--- config.mk ---
export PLATFORM = sky130hd
export DESIGN_NAME = cp0_unit
export DESIGN_NICKNAME = d
export VERILOG_FILES = /design/src/rtl/cp0_unit.sv
export SDC_FILE = /design/constraint.sdc
export NUM_CORES = 1
export LEC_CHECK = 0
export ABC_AREA = 0
export BUFFER_PORTS_ARGS = -buffer_cell sky130_fd_sc_hd__buf_2
export CORE_AREA = 5 5 94 96
export CTS_CLUSTER_DIAMETER = 100
export DETAILED_ROUTE_END_ITERATION = 8
export DIE_AREA = 0 0 99 101
export PLACE_DENSITY_LB_ADDON = 0.2
export SLEW_MARGIN = 25
export SYNTH_ARGS = -nofsm -noshare
export SYNTH_HDL_FRONTEND = slang
export SYNTH_SLANG_ARGS = --single-unit
export TNS_END_PERCENT = 30
--- constraint.sdc ---
create_clock -name clk -period 1.8 [get_ports clk]
set_input_delay 0.09 -clock clk [delete_from_list [all_inputs] [get_ports clk]]
set_output_delay 0.09 -clock clk [all_outputs]
set_load 0.02 [all_outputs]
--- src/rtl/cp0_unit.sv ---
// MIPS coprocessor-0 at the memory stage: SR/Cause/EPC/PRId, interrupt and
// exception arbitration, mfc0/mtc0 access and eret EXL clear.
module cp0_unit #(
  parameter logic [31:0] PRID_VAL = 32'h0000_7001
) (
  input  logic        clk,
  input  logic        rst_n,
  input  logic [4:0]  A1,
  input  logic [4:0]  A2,
  input  logic [31:0] DIn,
  input  logic        WE,
  input  logic [31:0] PC,
  input  logic        BD,
  input  logic [4:0]  ExcCode,
  input  logic [5:0]  HWInt,
  input  logic        EXLClr,
  output logic [31:0] DOut,
  output logic [31:0] EPCOut,
  output logic        Req
);

  localparam logic [4:0] REG_SR    = 5'd12;
  localparam logic [4:0] REG_CAUSE = 5'd13;
  localparam logic [4:0] REG_EPC   = 5'd14;
  localparam logic [4:0] REG_PRID  = 5'd15;

  logic [5:0]  sr_im_r;
  logic        sr_exl_r;
  logic        sr_ie_r;
  logic        cause_bd_r;
  logic [5:0]  cause_ip_r;
  logic [4:0]  cause_exc_r;
  logic [31:0] epc_r;

  logic [5:0]  sr_im_n;
  logic        sr_exl_n;
  logic        sr_ie_n;
  logic        cause_bd_n;
  logic [4:0]  cause_exc_n;
  logic [31:0] epc_n;

  logic        int_req;
  logic        exc_req;
  logic        sr_wr;
  logic        epc_wr;
  logic [31:0] epc_fault;
  logic [31:0] sr_word;
  logic [31:0] cause_word;

  // Request arbitration; EXL masks everything so handlers cannot nest.
  always_comb begin
    int_req = (|(HWInt & sr_im_r)) & sr_ie_r & ~sr_exl_r;
    exc_req = (ExcCode != 5'd0) & ~sr_exl_r;
    Req     = int_req | exc_req;
    sr_wr   = WE & (A2 == REG_SR);
    epc_wr  = WE & (A2 == REG_EPC);
  end

  // Delay-slot instructions restart at the branch; PC-4 wraps modulo 2^32.
  always_comb begin
    if (BD) begin
      epc_fault = PC - 32'd4;
    end else begin
      epc_fault = PC;
    end
    epc_fault[1:0] = 2'b00;
  end

  // Next-state for SR/Cause/EPC; a taken request overrides any mtc0 or eret.
  always_comb begin
    sr_im_n     = sr_im_r;
    sr_exl_n    = sr_exl_r;
    sr_ie_n     = sr_ie_r;
    cause_bd_n  = cause_bd_r;
    cause_exc_n = cause_exc_r;
    epc_n       = epc_r;
    if (Req) begin
      sr_exl_n   = 1'b1;
      cause_bd_n = BD;
      if (int_req) begin
        cause_exc_n = 5'd0;
      end else begin
        cause_exc_n = ExcCode;
      end
      epc_n = epc_fault;
    end else begin
      if (sr_wr) begin
        sr_im_n = DIn[15:10];
        sr_ie_n = DIn[0];
      end else begin
        sr_im_n = sr_im_r;
        sr_ie_n = sr_ie_r;
      end
      // eret beats a same-cycle mtc0 for the EXL bit only
      if (EXLClr) begin
        sr_exl_n = 1'b0;
      end else if (sr_wr) begin
        sr_exl_n = DIn[1];
      end else begin
        sr_exl_n = sr_exl_r;
      end
      if (epc_wr) begin
        epc_n = DIn;
      end else begin
        epc_n = epc_r;
      end
    end
  end

  // State registers; Cause.IP samples the interrupt lines every cycle.
  always_ff @(posedge clk or negedge rst_n) begin
    if (!rst_n) begin
      sr_im_r     <= 6'd0;
      sr_exl_r    <= 1'b0;
      sr_ie_r     <= 1'b0;
      cause_bd_r  <= 1'b0;
      cause_ip_r  <= 6'd0;
      cause_exc_r <= 5'd0;
      epc_r       <= 32'd0;
    end else begin
      sr_im_r     <= sr_im_n;
      sr_exl_r    <= sr_exl_n;
      sr_ie_r     <= sr_ie_n;
      cause_bd_r  <= cause_bd_n;
      cause_ip_r  <= HWInt;
      cause_exc_r <= cause_exc_n;
      epc_r       <= epc_n;
    end
  end

  // Architectural register views and the mfc0 read mux.
  always_comb begin
    sr_word    = {16'd0, sr_im_r, 8'd0, sr_exl_r, sr_ie_r};
    cause_word = {cause_bd_r, 15'd0, cause_ip_r, 3'd0, cause_exc_r, 2'd0};
    EPCOut     = epc_r;
    case (A1)
      REG_SR:    DOut = sr_word;
      REG_CAUSE: DOut = cause_word;
      REG_EPC:   DOut = epc_r;
      REG_PRID:  DOut = PRID_VAL;
      default:   DOut = 32'd0;
    endcase
  end

endmodule

==> qor_table.md, run 1 <==
| Stage | Metric | Reported |
|:---|:---|:---|
| status | Status | finished with violations |
| status | Failing checks | setup timing |
| placed design | IO buf count | 152 |
| global route | Wire length of the first global-routing pass | 15500 µm |
| timing | Setup clock skew after layout | 0.00588 ns |
| floorplanning | Number of placement rows | 33 |
| clocking | Largest buffer count on any clock path | 2 |
| clocking | Total clock buffers created by CTS | 5 |
| worst hold path | Worst hold path class | input port to flop |
| critical path | Required time of the critical path | 1.71 ns |
| routing | Number of nets still failing antenna checks after routing | 0 |
| layout | Area Overhead vs Synth | 39.9% |
| synth | Syn_nets | 429 |
| timing | Sum Neg Setup Slack | -0.353 ns |
| clocking | TritonCTS clock tree | done |
| timing | Worst max-slew margin expressed relative to the limit | 0.503 |
| critical path | Type of element launching the critical path | flop |
| synth | Mean instance size in the synthesized netlist | 9.44 µm² |
| timing | Minimum setup slack in the final design | -0.0532 ns |
| timing | Minimum clock period | 1.85 ns |
| placed design | Half-perimeter wire length after detailed placement | 7740 µm |
| timing | Worst Hold Margin | 0.0281 ns |
| floorplanning | Number of top-level pins | 155 |
| timing | Tightest Pin Transition | 0.746 ns |
| routing | Number of DRC markers after the initial detailed-route iteration | 136 |
| layout | Total Nets Final | 604 |
| critical path | Worst-path fanout max | 3 |
| timing | # setup viols final | 19 |
| routing | DR pass1 iterations | 4 |
| critical path | Arrival time at the worst endpoint | 1.76 ns |
| floorplanning | Area of the core region | 0.00797 mm² |
| clocking | Root buffer cell | clkbuf_8 |
| routing | Average wire per standard cell | 16.1 µm |
| synth | EDFF count, synth | 0 |
| clocking | Clk slew on worst S/H paths | 0.09 ns |
| global route | Antenna violations before repair | 0 |
| placed design | Cell Area, Placed | 0.00421 mm² |
| synth | Count of distinct cell types in the synthesized netlist | 41 |
| layout | Fraction of final layout cells sized beyond drive strength 1 | 0.446 |
| layout | Antenna diode instance count | 0 |
| global route | Number of global-route vias before repair | 3150 |
| synth | Synthesized instance count | 338 |
| synth | Synth Register Bits | 52 |
| synth | Post-Syn Area | 0.00319 mm² |
| synth | Most instantiated flip-flop cell in the synthesis netlist | dfrtp_1 |
| clocking | Latest clock arrival within the worst-skew pair | 0.30 ns |
| layout | Finished Core Util | 0.560 |
| clocking | H-Tree Depth | 2 |
| timing | Max frequency | 540 MHz |
| placed design | Total placed cells including tap cells | 598 |
| placed design | RD Place Congestion | 0.842 |
| timing | Unrepaired setup endpoints after global routing | true |
| critical path | Setup crit end kind | primary output |
| layout | Post-route insts no fill | 619 |
| critical path | Kind of critical path | flop to primary output |
| floorplanning | Initial standard-cell utilization of the core | 0.400 |
| timing | Pins over their slew limit | 0 |
| synth | Async set or reset register ratio after synthesis | 1.00 |
| run | Number of max-cap violations | 0 |
| routing | Total Routed Length | 9940 µm |
| power and ir drop | Maximum vdd drop | 0.592 mV |
| floorplanning | Die height | 101 µm |
| clocking | Number of sinks handled by clock tree synthesis | 52 |
| global route | Total global-route track usage | 0.194 |
| power and ir drop | Total leakage power | 2.29 nW |
| global route | Maximum number of pins on one net before global-route repair | 37 |
| routing | DR DRC count | 0 |
| floorplanning | Die area | 0.0100 mm² |
| layout | Final non-filler cell area | 0.00446 mm² |
| power and ir drop | Cell area power density | 1160 mW/mm² |
| timing | Period utilisation layout | 1.03 |
| timing | Number of failing hold endpoints at the final stage | 0 |
| routing | Number of vias in the routed layout | 3088 |
| global route | Gr ovfl total | 0 |
| routing | Via-to-Cell Ratio | 4.99 |
| floorplanning | Die span in x | 99 µm |
| synth | Sequential fraction of the synthesis area | 0.408 |
| synth | Warning count from the yosys run | 0 |
## synth_stat cells, types with 5 or more instances
cell	instances	area, µm²
nand2_1	54	203
mux2_2	28	315
clkbuf_1	15	56.3
mux2i_1	13	130
and3_1	18	113
dfrtp_1	52	1300
o21ai_0	30	150
xor2_1	5	43.8
o211ai_1	5	37.5
or3_1	5	31.3
nor2_1	15	56.3
xnor2_1	22	193
a22o_1	9	78.8
nor3_1	16	80.1
a22oi_1	7	52.6
nand3_1	8	40.0
## report_power, final
group          total, mW  internal [mW]  switching (mW)
clock              0.803          0.412           0.391
combinational       2.41          0.998            1.41
sequential          1.98           1.63           0.353
## worst max-delay path, stage by stage (launching register included)
cell	delay [ns]
dfrtp_1	0.40
a22o_1	0.26
o31ai_4	0.30
a21o_1	0.23
clkinvlp_4	0.13
buf_6	0.14
## cells by family (layout without fill, tap and decap cells)
family,after synthesis,in the layout,synth area share
mux,41,41,0.140
xor+xnor,27,27,0.0741
buf+inv,21,197,0.0255
flops,52,52,0.408
simple gates,136,136,0.227
compound gates,60,60,0.122
fa+ha+maj,1,1,0.00392
## state kept, by name (all words and copies together), names as in the netlist
name / count
sr_exl_r: 1
cause_exc_r: 5
EPCOut: 32
sr_ie_r: 1
cause_bd_r: 1
sr_im_r: 6
cause_ip_r: 6
## layout by cell type, fill, tap and decap left out, drive strengths merged
cell type	n
buf	175
nand2	54
dfrtp	52
o21ai	32
mux2	28
xnor2	22
and3	18
nor3	16
nor2	15
mux2i	13
a22o	9
dlygate4sd3	8
nand3	8
a22oi	7
or3	6
nor4	6
o211ai	5
xor2	5
clkbuf	5
clkinvlp	4
or4	4
inv	3
and2	2
nand4	2
o31ai	2
nor4b	2
nor2b	1
a21o	1
nor4bb	1
a31oi	1
a32o	1
or4b	1
o21a	1
a21oi	1
ha	1
clkinv	1
bufinv	1
## cell type report
class	instances	area (µm²)
well taps	105	131
multi-input cells	265	1840
fillers	745	3510
clock inverters	3	42.5
inverters	4	18.8
flip-flops and latches	52	1300
clock buffers	5	68.8
repair buffers	183	1050
repair inverters	2	15.0
## stage by stage
| stage | worst slack (ns) | total power [mW] |
|---|---|---|
| after CTS | -0.0467 | 5.15 |
| final | -0.0532 | 5.19 |
| after global routing | -0.149 | 5.56 |
| after floorplan | 0.0334 | 3.33 |
| after global placement | -0.0346 | 4.20 |
| after detailed placement | -0.0520 | 4.25 |
## path summary, 6_finish.rpt
path	startpoint	endpoint	slack, ns	cells after the start
max in group asynchronous	rst_n	EPCOut[5]	0.97	3
worst min-delay path	ExcCode[2]	cause_exc_r[2]	0.03	3
worst max register to register	sr_im_r[1]	EPCOut[24]	-0.04	6
worst max-delay path	sr_im_r[1]	Req	-0.05	5
min in group asynchronous	rst_n	EPCOut[19]	0.27	2
worst min register to register	cause_exc_r[1]	cause_exc_r[1]	0.49	2
## what timing repair did
item,CTS,global route
gates resized for setup,4,11
endpoints found under the hold margin,23,0
setup buffers,2,1
pin swaps,1,1
hold buffers,8,0
endpoints found under the setup margin,6,41
gates cloned,1,1
## layer usage
layer | share of wire | GRT usage | vias to the layer above
met3 | 0.056 | 0.0457 | 12
li1 | - | - | 1565
met1 | 0.45 | 0.255 | 1421
met5 | 0 | 0 | -
met2 | 0.48 | 0.322 | 90
met4 | 0.017 | 0.0473 | 0
Power figures use the tool's default switching activity.
==> run 2, diff against run 1 <==
BUFFER_PORTS_ARGS = unset   (was -buffer_cell sky130_fd_sc_hd__buf_2)
CORE_AREA = 5 5 92 94   (was 5 5 94 96)
DIE_AREA = 0 0 97 99   (was 0 0 99 101)
DONT_BUFFER_PORTS = 1   (was unset)
GPL_ROUTABILITY_DRIVEN = 0   (was unset)
PLACE_DENSITY = 0.58   (was unset)
PLACE_DENSITY_LB_ADDON = unset   (was 0.2)
==> qor_table.md, run 2 (synthesis gave the netlist of run 1 again) <==
| Stage | Metric | Reported |
|:---|:---|:---|
| timing | Period utilisation layout | 0.965 |
| power and ir drop | Overall power of the completed layout | 4.76 mW |
| critical path | Required time of the critical path | 1.71 ns |
| layout | Total Nets Final | 481 |
| timing | Tightest Pin Transition | 0.474 ns |
| layout | Area Overhead vs Synth | 26.1% |
| power and ir drop | Cell area power density | 1180 mW/mm² |
| clocking | Largest buffer count on any clock path | 2 |
| clocking | Root buffer cell | clkbuf_8 |
| critical path | Kind of critical path | flop to primary output |
| placed design | Half-perimeter wire length after detailed placement | 6970 µm |
| clocking | Number of sinks handled by clock tree synthesis | 52 |
| layout | Commonest cells after routing, fill and taps aside | nand2_1, dfrtp_1, dlygate4sd3_1 |
| global route | Wire length of the first global-routing pass | 14700 µm |
| routing | Average wire per standard cell | 19.9 µm |
| clocking | Latest clock arrival within the worst-skew pair | 0.30 ns |
| critical path | Setup crit end kind | primary output |
| timing | Unrepaired setup endpoints after global routing | true |
| routing | Number of nets still failing antenna checks after routing | 0 |
| floorplanning | Die height | 99 µm |
| timing | Number of failing hold endpoints at the final stage | 0 |
| floorplanning | Number of placement rows | 32 |
| timing | Worst max-slew margin expressed relative to the limit | 0.684 |
| power and ir drop | Maximum vdd drop | 0.509 mV |
| routing | DR DRC count | 0 |
| clocking | Total clock buffers created by CTS | 5 |
| floorplanning | Area of the core region | 0.00757 mm² |
| timing | Worst Hold Margin | 0.00412 ns |
| floorplanning | Die span in x | 97 µm |
| global route | Number of global-route vias before repair | 2673 |
| routing | Total Routed Length | 9820 µm |
| timing | Minimum clock period | 1.74 ns |
| global route | Gr ovfl total | 0 |
| status | Status | complete, no violations |
| clocking | H-Tree Depth | 2 |
| routing | Number of DRC markers after the initial detailed-route iteration | 148 |
| global route | Maximum number of pins on one net before global-route repair | 53 |
| routing | Number of vias in the routed layout | 2700 |
| placed design | IO buf count | 0 |
| clocking | TritonCTS clock tree | done |
| routing | Via-to-Cell Ratio | 5.48 |
| layout | Flip-flop count of the largest register, all copies and words added | 32 |
| routing | DR pass1 iterations | 4 |
| critical path | Worst-path fanout max | 6 |
| critical path | Number of cell instances on the worst register-to-register path | 7 |
| critical path | Arrival time at the worst endpoint | 1.65 ns |
| worst hold path | Worst hold stages | 2 |
| power and ir drop | Total leakage power | 1.78 nW |
| critical path | Type of element launching the critical path | flop |
| timing | Max frequency | 576 MHz |
| timing | Pins over their slew limit | 0 |
| global route | Total global-route track usage | 0.192 |
| layout | Most frequent standard cell in the layout excluding fill and tap cells | nand2_1 |
| timing | Setup clock skew after layout | 0.0114 ns |
| clocking | Clk slew on worst S/H paths | 0.10 ns |
| floorplanning | Number of top-level pins | 155 |
| global route | Antenna violations before repair | 0 |
| floorplanning | Initial standard-cell utilization of the core | 0.421 |
| worst hold path | Worst hold path class | input port to flop |
| layout | Fraction of final layout cells sized beyond drive strength 1 | 0.179 |
| floorplanning | Die area | 0.00960 mm² |
| layout | Antenna diode instance count | 0 |
| run | Number of max-cap violations | 0 |
| timing | # setup viols final | 0 |
## run 2: cell count changes in the layout (fill, tap and decap cells not counted), sizes merged
| cell | previous run | this run |
|---|---|---|
| clkinvlp | 4 | 1 |
| buf | 175 | 19 |
| clkinv | 1 | 0 |
| clkbuf | 5 | 9 |
| inv | 3 | 4 |
| bufinv | 1 | 0 |
| dlygate4sd3 | 8 | 41 |
## run 2: per-layer routing
metal / up-vias / part of all wire / GRT usage
li1: 1318 / - / -
met5: - / 0 / 0
met4: 0 / 0.0080 / 0.0475
met3: 6 / 0.077 / 0.0524
met1: 1275 / 0.44 / 0.256
met2: 101 / 0.48 / 0.309
## run 2: through the flow
step	instance area [µm²]	worst slack [ns]	utilization	TNS [ns]	instances
final	4020	0.0629	0.532	0	493
after global routing	4020	-0.0480	0.532	-0.158	493
after CTS	3950	0.0235	0.522	0	489
after detailed placement	3410	0.0121	0.451	0	439
after global placement	3410	0.0580	0.451	0	439
after floorplan	3200	0.0334	-	0	338
## run 2: report_power, final
group	internal [mW]	switching [mW]	leakage, nW
Clock	0.314	0.396	0.0445
Sequential	1.63	0.834	0.639
Combinational	0.802	0.787	1.09
Total	2.74	2.02	1.78
## run 2: critical path, cell delays in order (launching register included)
cell and delay, ns:
dfrtp_1 0.38, a22o_1 0.25, o31ai_4 0.31, a21o_1 0.19, inv_1 0.07, buf_6 0.15
## run 2: timing repair
item                                    4_1_cts  5_1_grt
gates cloned                                  0        2
endpoints found under the hold margin        92        1
pin swaps                                     1        3
buffers inserted                              1        1
hold buffers                                 41        1
endpoints found under the setup margin        6       22
resized for setup                             1        3
## run 2: cell type report
type | instances | area [µm²]
Tap cell | 102 | 128
Sequential cell | 52 | 1300
Inverter | 4 | 15.0
Clock buffer | 7 | 86.3
Timing Repair Buffer | 62 | 652
Clock inverter | 1 | 7.51
Multi-Input combinational cell | 265 | 1830
Fill cell | 698 | 3540
## run 2: final timing paths
kind	start	slack, ns	to
max in group asynchronous	rst_n	1.23	EPCOut[1]
worst min register to register	cause_exc_r[1]	0.49	cause_exc_r[1]
worst min-delay path	PC[12]	0.004	EPCOut[12]
min in group asynchronous	rst_n	0.34	EPCOut[21]
worst max register to register	sr_im_r[3]	0.08	EPCOut[15]
worst max-delay path	sr_im_r[3]	0.06	Req
==> run 3, diff against run 2 <==
clock period = 1.5 ns   (was 1.8 ns; I/O delays follow)
==> qor_table.md, run 3 (synthesis gave the netlist of run 1 again) <==
| Stage | Metric | Reported |
|:---|:---|:---|
| layout | Commonest cells after routing, fill and taps aside | dlygate4sd3_1, dfrtp_1, nand2_1 |
| status | Status | finished with violations |
| routing | Number of vias in the routed layout | 2907 |
| clocking | H-Tree Depth | 2 |
| clocking | Latest clock arrival within the worst-skew pair | 0.30 ns |
| clocking | Number of sinks handled by clock tree synthesis | 52 |
| critical path | Worst-path fanout max | 3 |
| routing | Number of DRC markers after the initial detailed-route iteration | 84 |
| timing | Max frequency | 558 MHz |
| timing | # setup viols final | 47 |
| routing | DR DRC count | 0 |
| routing | Number of nets still failing antenna checks after routing | 0 |
| power and ir drop | Cell area power density | 1460 mW/mm² |
| layout | Fraction of final layout cells sized beyond drive strength 1 | 0.258 |
| critical path | Sequence of cells on the critical path | a22o_1 -> o31ai_4 -> a21o_1 -> inv_2 -> buf_12 -> buf_12 |
| floorplanning | Area of the core region | 0.00757 mm² |
| floorplanning | Die span in x | 97 µm |
| placed design | Half-perimeter wire length after detailed placement | 7140 µm |
| critical path | Critical path's most frequent cell | buf_12 |
| routing | Via-to-Cell Ratio | 5.50 |
| layout | Area Overhead vs Synth | 39.6% |
| run | Number of max-cap violations | 0 |
| layout | Antenna diode instance count | 0 |
| timing | Pins over their slew limit | 0 |
| critical path | Required time of the critical path | 1.42 ns |
| placed design | IO buf count | 0 |
| placed design | Total placed cells including tap cells | 457 |
| timing | Worst max-slew margin expressed relative to the limit | 0.701 |
| critical path | Critical Path Slowest Stage Cell | dfrtp_1 |
| clocking | Root buffer cell | clkbuf_8 |
| layout | Post-route insts no fill | 529 |
| clocking | Total clock buffers created by CTS | 5 |
| status | Failing checks | setup timing |
| timing | Minimum clock period | 1.79 ns |
| floorplanning | Number of top-level pins | 155 |
| routing | Total Routed Length | 10100 µm |
| routing | DR pass1 iterations | 4 |
| critical path | Kind of critical path | flop to primary output |
| critical path | Largest incremental delay on the critical path | 0.39 ns |
| global route | Antenna violations before repair | 0 |
| floorplanning | Initial standard-cell utilization of the core | 0.421 |
| critical path | Setup crit end kind | primary output |
| timing | Tightest Pin Transition | 0.448 ns |
| global route | Wire length of the first global-routing pass | 16000 µm |
| critical path | Arrival time at the worst endpoint | 1.72 ns |
| power and ir drop | Overall power of the completed layout | 6.49 mW |
| worst hold path | Worst hold path class | input port to flop |
| clocking | TritonCTS clock tree | done |
| layout | Flip-flop count of the largest register, all copies and words added | 32 |
| timing | Worst Hold Margin | 0.000183 ns |
| routing | Average wire per standard cell | 19.1 µm |
| layout | Total Nets Final | 517 |
| global route | Number of global-route vias before repair | 3021 |
| clocking | Clk slew on worst S/H paths | 0.09 ns |
| timing | Setup clock skew after layout | 0.00486 ns |
| timing | Number of failing hold endpoints at the final stage | 0 |
| floorplanning | Number of placement rows | 32 |
| timing | Minimum setup slack in the final design | -0.293 ns |
| floorplanning | Die area | 0.00960 mm² |
| timing | Period utilisation layout | 1.20 |
| timing | Unrepaired setup endpoints after global routing | true |
| clocking | Largest buffer count on any clock path | 2 |
| layout | Most frequent standard cell in the layout excluding fill and tap cells | dlygate4sd3_1 |
| floorplanning | Die height | 99 µm |
| power and ir drop | Total leakage power | 2.00 nW |
| layout | Number of filler cells placed in the layout | 675 |
| global route | Total global-route track usage | 0.207 |
| critical path | Type of element launching the critical path | flop |
| global route | Gr ovfl total | 0 |
| global route | Maximum number of pins on one net before global-route repair | 53 |
| power and ir drop | Maximum vdd drop | 0.564 mV |
[run 3: cell types whose count changed in the layout (fill, tap and decap cells not counted), moves of 2 or more]
cell / previous run / this run
nand2_4: 0 / 5
buf_4: 15 / 33
nand2_1: 54 / 43
o21ai_1: 2 / 16
dlygate4sd3_1: 41 / 53
o21ai_2: 1 / 5
buf_12: 2 / 4
buf_6: 1 / 5
nand2_2: 0 / 6
o21ai_0: 29 / 11
[run 3: what timing repair did]
item / in CTS / in global routing
resized for setup: 3 / 46
cloned: 1 / 1
pin swaps: 4 / 4
setup buffers: 5 / 5
endpoints found under the hold margin: 101 / 1
hold buffers: 53 / 1
endpoints found under the setup margin: 47 / 47
[run 3: cell type report]
type                            instances  area, µm²  share of cell area
Multi-Input combinational cell        265       1910               0.428
Sequential cell                        52       1300               0.292
Timing Repair Buffer                   98        995               0.223
Tap cell                              102        128              0.0287
Clock buffer                            6       72.6              0.0163
Clock inverter                          2       35.0             0.00787
Inverter                                4       15.0             0.00337
[run 3: critical path: cells and delay by family, from the launching register on]
| family | cells | cell delay (ns) |
|---|---|---|
| buf+inv | 3 | 0.32 |
| compound gates | 3 | 0.70 |
| flops | 1 | 0.39 |
[run 3: layer usage]
| layer | part of all wire | vias up | GRT usage | wire (µm) |
|---|---|---|---|---|
| met3 | 0.064 | 12 | 0.0545 | 646 |
| met2 | 0.49 | 104 | 0.342 | 4910 |
| met4 | 0.015 | 0 | 0.0540 | 148 |
| met5 | 0 | - | 0 | 0 |
| met1 | 0.43 | 1395 | 0.271 | 4380 |
| li1 | - | 1396 | - | - |
[run 3: worst paths after layout]
path                           startpoint        endpoint  slack, ns  cells after the start
max                            sr_im_r[3]             Req      -0.29                      6
min                                PC[29]      EPCOut[29]     0.0002                      2
max reg2reg                    sr_im_r[3]       EPCOut[3]      -0.24                      8
min reg2reg                cause_exc_r[1]  cause_exc_r[1]       0.49                      2
max in group asynchronous           rst_n       EPCOut[4]       0.99                      2
min in group asynchronous           rst_n      EPCOut[17]       0.28                      2
[run 3: metrics by stage]
| stage | util | setup TNS, ns | cell area [µm²] | worst slack, ns |
|---|---|---|---|---|
| finish | 0.588 | -6.51 | 4450 | -0.293 |
| CTS | 0.568 | -9.88 | 4300 | -0.320 |
| global placement | 0.472 | -5.04 | 3570 | -0.215 |
| detailed placement | 0.472 | -6.36 | 3570 | -0.225 |
| global route | 0.588 | -10.12 | 4450 | -0.362 |
| floorplan | - | -5.19 | 3210 | -0.176 |
[run 3: power breakdown]
| group | switching [mW] | internal, mW | total [mW] |
|---|---|---|---|
| Combinational | 1.17 | 1.40 | 2.57 |
| Clock | 0.463 | 0.496 | 0.960 |
| Sequential | 1.01 | 1.95 | 2.96 |
